File: config.mk
export PLATFORM = sky130hd
export DESIGN_NAME = tx_lane_scheduler
export DESIGN_NICKNAME = d
export VERILOG_FILES = /design/src/rtl/tx_sched_pkg.sv /design/src/rtl/rr_arbiter4.sv /design/src/rtl/tx_lane_scheduler.sv
export SDC_FILE = /design/constraint.sdc
export NUM_CORES = 1
export LEC_CHECK = 0
export BUFFER_PORTS_ARGS = -buffer_cell sky130_fd_sc_hd__buf_2
export CAP_MARGIN = 10
export CORE_MARGIN = 8
export CORE_UTILIZATION = 46
export CTS_CLUSTER_SIZE = 8
export DETAILED_ROUTE_END_ITERATION = 8
export GPL_TIMING_DRIVEN = 1
export PLACE_DENSITY = 0.76
export SLEW_MARGIN = 5
export SYNTH_ARGS = -nofsm -noshare
export SYNTH_HDL_FRONTEND = slang
export SYNTH_HIERARCHICAL = 1
export SYNTH_SLANG_ARGS = --single-unit
File: constraint.sdc
create_clock -name clk_4f -period 3.2 [get_ports clk_4f]
set_clock_uncertainty 0.1 [all_clocks]
set_input_delay 0.16 -clock clk_4f [delete_from_list [all_inputs] [get_ports clk_4f]]
set_output_delay 0.16 -clock clk_4f [all_outputs]
set_load 0.005 [all_outputs]
File: src/rtl/tx_sched_pkg.sv
// Shared encodings and symbol defaults for the transmit lane scheduler.
package tx_sched_pkg;

  typedef enum logic [1:0] {
    RESET_S = 2'b00,
    INIT    = 2'b01,
    RUN     = 2'b10
  } sched_state_e;

  localparam int          NUM_LANES    = 4;
  localparam logic [7:0]  COM_DEF      = 8'hBC;
  localparam logic [7:0]  IDLE_DEF     = 8'h7C;
  localparam int          INIT_COM_DEF = 4;

endpackage

File: src/rtl/rr_arbiter4.sv
// Combinational 4-way round-robin pick: first valid lane at or after pointer.
module rr_arbiter4 (
  input  logic [3:0] valid,
  input  logic [1:0] pointer,
  input  logic       enable,
  output logic [3:0] grant,
  output logic [1:0] grant_idx
);

  logic       found;
  logic [1:0] idx;

  always_comb begin
    grant     = '0;
    grant_idx = '0;
    found     = 1'b0;
    idx       = '0;
    for (int k = 0; k < 4; k++) begin
      idx = pointer + 2'(k);
      if (enable && !found && valid[idx]) begin
        found      = 1'b1;
        grant[idx] = 1'b1;
        grant_idx  = idx;
      end
    end
  end

endmodule

File: src/rtl/tx_lane_scheduler.sv
// Link training FSM plus round-robin lane scheduler feeding the serializer.
module tx_lane_scheduler
  import tx_sched_pkg::*;
#(
  parameter int                DATA_W         = 8,
  parameter logic [DATA_W-1:0] COM            = COM_DEF,
  parameter logic [DATA_W-1:0] IDLE           = IDLE_DEF,
  parameter int                INIT_COM_COUNT = INIT_COM_DEF
) (
  input  logic              clk_4f,
  input  logic              reset,
  input  logic [DATA_W-1:0] in0,
  input  logic [DATA_W-1:0] in1,
  input  logic [DATA_W-1:0] in2,
  input  logic [DATA_W-1:0] in3,
  input  logic              valid_0,
  input  logic              valid_1,
  input  logic              valid_2,
  input  logic              valid_3,
  output logic              ready_0,
  output logic              ready_1,
  output logic              ready_2,
  output logic              ready_3,
  input  logic              link_up,
  output logic [DATA_W-1:0] data_out,
  output logic              valid_out,
  output logic [1:0]        lane_id,
  output logic [1:0]        state
);

  localparam logic [3:0] CNT_MAX = 4'(INIT_COM_COUNT);

  sched_state_e state_q, state_d;
  logic [3:0]   cnt_q, cnt_d;
  logic [1:0]   ptr_q, ptr_d;
  logic [DATA_W-1:0] data_q, data_d;
  logic         vld_q, vld_d;
  logic [1:0]   lane_q, lane_d;

  logic [NUM_LANES-1:0][DATA_W-1:0] lane_data;
  logic [NUM_LANES-1:0] valid_vec, grant;
  logic [1:0]   grant_idx;
  logic         grant_any;

  assign lane_data = {in3, in2, in1, in0};
  assign valid_vec = {valid_3, valid_2, valid_1, valid_0};

  // A link drop suppresses any grant in the same cycle.
  rr_arbiter4 u_arb (
    .valid     (valid_vec),
    .pointer   (ptr_q),
    .enable    ((state_q == RUN) && link_up),
    .grant     (grant),
    .grant_idx (grant_idx)
  );

  assign grant_any = |grant;
  assign {ready_3, ready_2, ready_1, ready_0} = grant;

  always_comb begin
    state_d = state_q;
    cnt_d   = cnt_q;
    ptr_d   = ptr_q;
    data_d  = data_q;
    vld_d   = vld_q;
    lane_d  = lane_q;
    case (state_q)
      RESET_S: state_d = INIT;
      INIT: begin
        data_d = COM;
        vld_d  = 1'b0;
        lane_d = '0;
        if (cnt_q != CNT_MAX) cnt_d = cnt_q + 4'd1;
        if (link_up && (cnt_d == CNT_MAX)) state_d = RUN;
      end
      RUN: begin
        if (!link_up) begin
          data_d  = COM;
          vld_d   = 1'b0;
          lane_d  = '0;
          cnt_d   = '0;
          state_d = INIT;
        end else if (grant_any) begin
          data_d = lane_data[grant_idx];
          vld_d  = 1'b1;
          lane_d = grant_idx;
          ptr_d  = grant_idx + 2'd1;
        end else begin
          data_d = IDLE;
          vld_d  = 1'b0;
          lane_d = '0;
        end
      end
      default: state_d = RESET_S;
    endcase
  end

  always_ff @(posedge clk_4f or negedge reset) begin
    if (!reset) begin
      state_q <= RESET_S;
      cnt_q   <= '0;
      ptr_q   <= '0;
      data_q  <= '0;
      vld_q   <= 1'b0;
      lane_q  <= '0;
    end else begin
      state_q <= state_d;
      cnt_q   <= cnt_d;
      ptr_q   <= ptr_d;
      data_q  <= data_d;
      vld_q   <= vld_d;
      lane_q  <= lane_d;
    end
  end

  assign data_out  = data_q;
  assign valid_out = vld_q;
  assign lane_id   = lane_q;
  assign state     = state_q;

endmodule

## After elaboration in Yosys (flattened, before gate mapping)

Index checks and enable logic that the tools add are counted.

| storage, ports and cells | value |
|---|---|
| output and inout bits | 17 |
| word-level logic and storage cells | 96 |
| flip-flop bits (word level) | 19 |

| cells by class | value |
|---|---|
| eq/ne operators | 6 |
| $add $sub $neg | 5 |
| bitwise gates (word level) | 3 |
| mux-type cells | 45 |
| $lt $le $gt $ge | 9 |
| reductions and logical operators | 22 |

Operators by type and width:

| kind | count |
|---|---|
| $mux W4 | 7 |
| $mux W8 | 3 |
| $bmux W8 S2 | 1 |
| $mux W2 | 8 |
| $pmux W8 S2 | 1 |
| $lt A2 B3 Y1 const B | 5 |
| $logic_and A1 B1 Y1 | 13 |
| $mux W1 | 13 |
| $or A4 B4 Y4 | 3 |
| $bmux W1 S2 | 4 |
| $demux W1 S2 | 4 |
| $ge A2 B1 Y1 const B | 4 |
| $pmux W4 S2 | 1 |
| $pmux W2 S3 | 1 |
| $add A2 B1 Y2 const B | 2 |
| $add A2 B2 Y2 const B | 2 |
| $add A4 B1 Y4 const B | 1 |
| $eq A4 B3 Y1 const B | 1 |
| $ne A2 B2 Y1 const B | 2 |
| $ne A4 B3 Y1 const B | 1 |
| $pmux W2 S2 | 1 |
| $reduce_and A2 Y1 | 2 |
| $reduce_or A4 Y1 | 1 |
| $logic_not A1 Y1 | 3 |
| other kinds (6) | 6 |

## Logic depth before layout (Yosys ltp)

| depth | value |
|---|---|
| depth in word-level cells | 21 |
| gate-level depth with buffers | 13 |

## By module

Netlist, hierarchy kept.

By module, submodules not included:

| module | area each (um^2) | cells each | times used |
|---|---|---|---|
| tx_lane_scheduler | 1196.1 | 110 | 1 |
| rr_arbiter4 | 531.8 | 63 | 1 |

## Worst setup path before layout

OpenSTA, ideal clock, no wires.

| timing path | value |
|---|---|
| kind | reg2reg |
| start point | reg ptr_q[0] |
| end point | reg lane_q[0], in the netlist lane_id[0] |
| clock period less this slack | 3.350 ns |
| setup time | 0.134 ns |
| path slack | -0.150 ns |
| cell stages (with the launch flop) | 13 |
| data arrival time | 3.117 ns |
| path buffers | 2 |
| required time | 2.966 ns |
| path through | dfrtp_1 -> buf_6 -> clkinv_1 -> ha_1 -> buf_2 -> or2_2 -> o211ai_1 -> o21ai_0 -> and3b_2 -> a221o_1 -> or4_1 -> nand2_1 -> o22ai_1 |

| between the ends | value |
|---|---|
| word-level cells in the longest chain between the ends | 20 |

RTL lines:

| what | RTL line | RTL |
|---|---|---|
| start, declared | tx_lane_scheduler.sv:35 | `logic [1:0] ptr_q, ptr_d;` |
| start signal, assigned | tx_lane_scheduler.sv:109 | `ptr_q <= ptr_d;` |
| parallel branches: the longest is 15 deep, another holds $lt A2 B3 Y1 | -- |  |
| $mux W4 * | rr_arbiter4.sv:20 | `if (enable && !found && valid[idx]) begin` |
| net ready_1 | tx_lane_scheduler.sv:21 | `output logic ready_1,` |
| $reduce_or A4 Y1 * | tx_lane_scheduler.sv:57 | `assign grant_any = \|grant;` |
| $mux W2 * | tx_lane_scheduler.sv:83 | `end else if (grant_any) begin` |
| $mux W2 * | tx_lane_scheduler.sv:77 | `if (!link_up) begin` |
| $pmux W2 S2 * | tx_lane_scheduler.sv:67 | `case (state_q)` |
| end signal, assigned | tx_lane_scheduler.sv:112 | `lane_q <= lane_d;` |
| end, declared | tx_lane_scheduler.sv:38 | `logic [1:0] lane_q, lane_d;` |

Mark *: on every way through the listed nets, which the timed path passes. The select of a mux whose other input is x is not followed.
A chain may end at the register's enable or synchronous reset.

## Worst setup path in the final report

| timing path | value |
|---|---|
| start point | reg ptr_q[1] |
| end point | reg vld_q, in the netlist valid_out |

| between the ends | value |
|---|---|
| word-level cells in the longest chain between the ends | 20 |

RTL lines:

| what | RTL line | RTL |
|---|---|---|
| parallel branches: the longest is 15 deep, another holds $lt A2 B3 Y1 | -- |  |
| $mux W4 * | rr_arbiter4.sv:20 |  |
| $reduce_or A4 Y1 * | tx_lane_scheduler.sv:57 |  |
| $mux W1 * | tx_lane_scheduler.sv:83 |  |
| $mux W1 * | tx_lane_scheduler.sv:77 |  |
| $pmux W1 S2 * | tx_lane_scheduler.sv:67 |  |
| end signal, assigned | tx_lane_scheduler.sv:111 | `vld_q <= vld_d;` |
| end, declared | tx_lane_scheduler.sv:37 | `logic vld_q, vld_d;` |

Every way passes the cells marked *. The select of a mux whose other input is x is not followed.

==> results.toml <==
[critical_path]
cp_max_fo = 8
crit_arrival_ns = 3.04
cp_cell_sequence = "inv_1 -> ha_2 -> or2_2 -> o211ai_1 -> o21ai_0 -> and3b_2 -> a221o_1 -> or4_4 -> nand3_2 -> o21ai_0"
crit_required_ns = 3.22
slowest_delay_ns = 0.57
critPathKind = "register to register"
cp-end-kind = "register"
reg2regPathDepth = 10
setup.worst_path.start_class = "register"
cpMostUsedCell = "o21ai_0"
worstReg2RegEnd = "valid_out"
r2r-start = "ptr_q[1]"
slowest_stage = "or4_4"
crit_path_start = "ptr_q[1]"
r2r_slack_ns = 0.18
cp_top_family = "simple AND/OR/NAND/NOR gates"
crit_buf_inv = 1

[clock_tree]
clk_pin_slew_worst_paths_ns = 0.07
cts.sinks = 19
numCtsBuffers = 3
clockBufferDepth = 2
cts_tree = "done"
cts_root_buf = "clkbuf_8"
clk_latency_ns = 0.25
postCtsSetupRepairBufs = 0
htree_levels = 1

[sta]
fin_ws_ns = 0.183
finalSetupViolations = 0
fin_crit_ns = 3.02
hold_viol_final = 0
rsz0062_at_grt = "false"
fin_hold_ws_ns = 0.0972
tightest_slew_ns = 0.479
setup_tns_ns = 0
slew_violations = 0
post-route-period-util_pct = 94.3
max_freq_mhz = 331
slew_headroom_pct = 68.1

[logic_synthesis]
async_reset_ff_share_pct = 100
synthesis.area_um2 = 1730
ys_seq_area_share_pct = 27.5
synth_top_area_cell = "dfrtp_1"
synth-edff-count = 0
synthesis.nets = 226
syn_inst = 173
synth_cell_types = 49
ys_warn_count = 6
synth-seq-cells = 19
synth.area.top_cells = "dfrtp_1, mux4_2, ha_1"
yosysTopAreaCellShare_pct = 27.5
syn_avg_cell_area_um2 = 9.99
ys.flop_type = "dfrtp_1"

[cells_and_area]
drive_gt1_share_pct = 40.3
fin_nets = 285
stdcell_count = 279
fin_util_pct = 59.1
diodes = 0
finalInstanceArea_um2 = 2150
nFillCells = 344
area_growth_pct = 24.3

[grt]
grt_max_degree = 20
overflow = 0
antenna_found_initial = 0
grt_pass1_vias = 1617
grt_usage_pct = 14.3
grt_first_pass_wirelength_um = 7330

[die]
placementRows = 22
die_w_um = 77.3
die_y_um = 77.3
core_um2 = 3630
die_area_um2 = 5970
start_util_pct = 47.6
io_pins = 56

[place]
gp_congestion = 0.875
dp_worst_setup_slack_ns = 0.205
postPlaceCellArea_um2 = 2080
place_inst = 274
numPortBuffers = 55
hpwl_um = 3540

[flow_run]
maxCapViolations = 0

[hold_path]
min_delay_path_depth = 3
hold_class = "input port to register"
min_to = "cnt_q[2]"
hold_start = "link_up"

[power]
switching_share_pct = 40.6
cellLeakagePower_nw = 0.959
max-vdd-ir-drop_uv = 225
p_sw_mw = 0.390
clkPwrFrac_pct = 17.4
intPower_mw = 0.571
p_per_area_nw_per_um2 = 448
p_total_mw = 0.961
combPwrFrac_pct = 48.2
seq_power_share_pct = 34.5

[drt]
wirelength_um = 4340
drt_first_pass_iters = 4
viasPerCell = 5.58
drt-met1-wl_um = 1960
wl_met3_um = 215
routed.top_layer = "met4"
ant_nets = 0
drc = 0
vias = 1558
wl_per_cell_um = 15.6
wl_met2_um = 2130
drt_iter0_drc = 41

[outcome]
outcome = "finished, final reports clean"
==> worst reg2reg max path, cell delays in order (launching register included) <==
cell      delay [ns]
dfrtp_1         0.38
inv_1           0.15
ha_2            0.35
or2_2           0.29
o211ai_1        0.09
o21ai_0         0.10
and3b_2         0.26
a221o_1         0.33
or4_4           0.57
nand3_2         0.16
o21ai_0         0.10
==> power by group through the flow <==
stage,Sequential [mW],Clock (mW),Combinational (mW)
finish,0.331,0.167,0.463
global route,0.338,0.180,0.513
CTS,0.330,0.174,0.463
detailed placement,0.334,0,0.461
global placement,0.332,0,0.451
floorplan,0.326,0,0.351
==> timing repair <==
action / 4_1_cts / 5_1_grt
hold buffers: 1 / 0
gates resized for setup: 0 / 2
endpoints found under the setup margin: 0 / 5
endpoints found under the hold margin: 19 / 0
==> per-layer routing <==
layer	up-vias	track usage [%]
met2	44	24.7
li1	767	-
met4	0	4.91
met1	743	17.3
met5	-	0
met3	4	2.68
==> kinds of logic (layout without fill, tap and decap cells) <==
group | Yosys count | count (layout) | synth area share [%]
AO/OA/AOI/OAI | 50 | 50 | 23.1
XOR/XNOR | 1 | 1 | 0.507
adder cells (fa/ha/maj) | 14 | 14 | 10.1
buffers and inverters | 27 | 85 | 7.24
flip-flops | 19 | 19 | 27.5
multiplexers | 18 | 18 | 18.1
AND/OR/NAND/NOR | 44 | 44 | 13.4
==> layout by cell type (no fill, tap or decap), drive strengths merged, types with 2 or more instances in the layout <==
cell type   n
buf        63
dfrtp      19
inv        16
nand2      15
ha         14
mux4       10
o21ai      10
nor2       10
nand3       6
o22ai       5
mux2i       5
o211ai      5
a21boi      5
o22a        5
a221o       4
clkbuf      3
nor2b       3
mux2        3
o41ai       3
a21o        2
nor4        2
clkinv      2
and2        2
==> Yosys cell counts, types with 2 or more instances <==
cell type and n:
a21boi_1 4, a21o_1 2, a221o_1 4, buf_2 4
buf_6 2, clkbuf_1 3, dfrtp_1 19, ha_1 14
inv_1 16, mux2_2 2, mux2i_1 5, mux4_2 10
nand2_1 15, nand3_1 5, nor2_1 10, nor2b_1 3
nor4_1 2, o211ai_1 5, o21ai_0 10, o22a_1 4
o22ai_1 5, o41ai_1 2
==> how the worst max path moves through the flow <==
stage                   to  depth (start not counted)
3_3_place_gp     valid_out                         10
3_5_place_dp     valid_out                         10
6_report         valid_out                         10
4_1_cts        data_out[6]                         10
5_1_grt          valid_out                         10
2_1_floorplan    valid_out                         12
==> cell type report <==
type / instances / area [um2] / share of cell area, %
multi-input cells: 127 / 1140 / 53.2
flip-flops and latches: 19 / 475 / 22.1
repair buffers: 64 / 358 / 16.7
inverters: 17 / 65.1 / 3.03
well taps: 48 / 60.1 / 2.80
clock buffers: 3 / 41.3 / 1.92
clock inverters: 1 / 5.00 / 0.233
==> registers in the layout, summed over array words and instances, names as in the netlist <==
name	cells
state	2
lane_id	2
data_out	8
ptr_q	2
cnt_q	4
valid_out	1
Power figures use the tool's default switching activity.
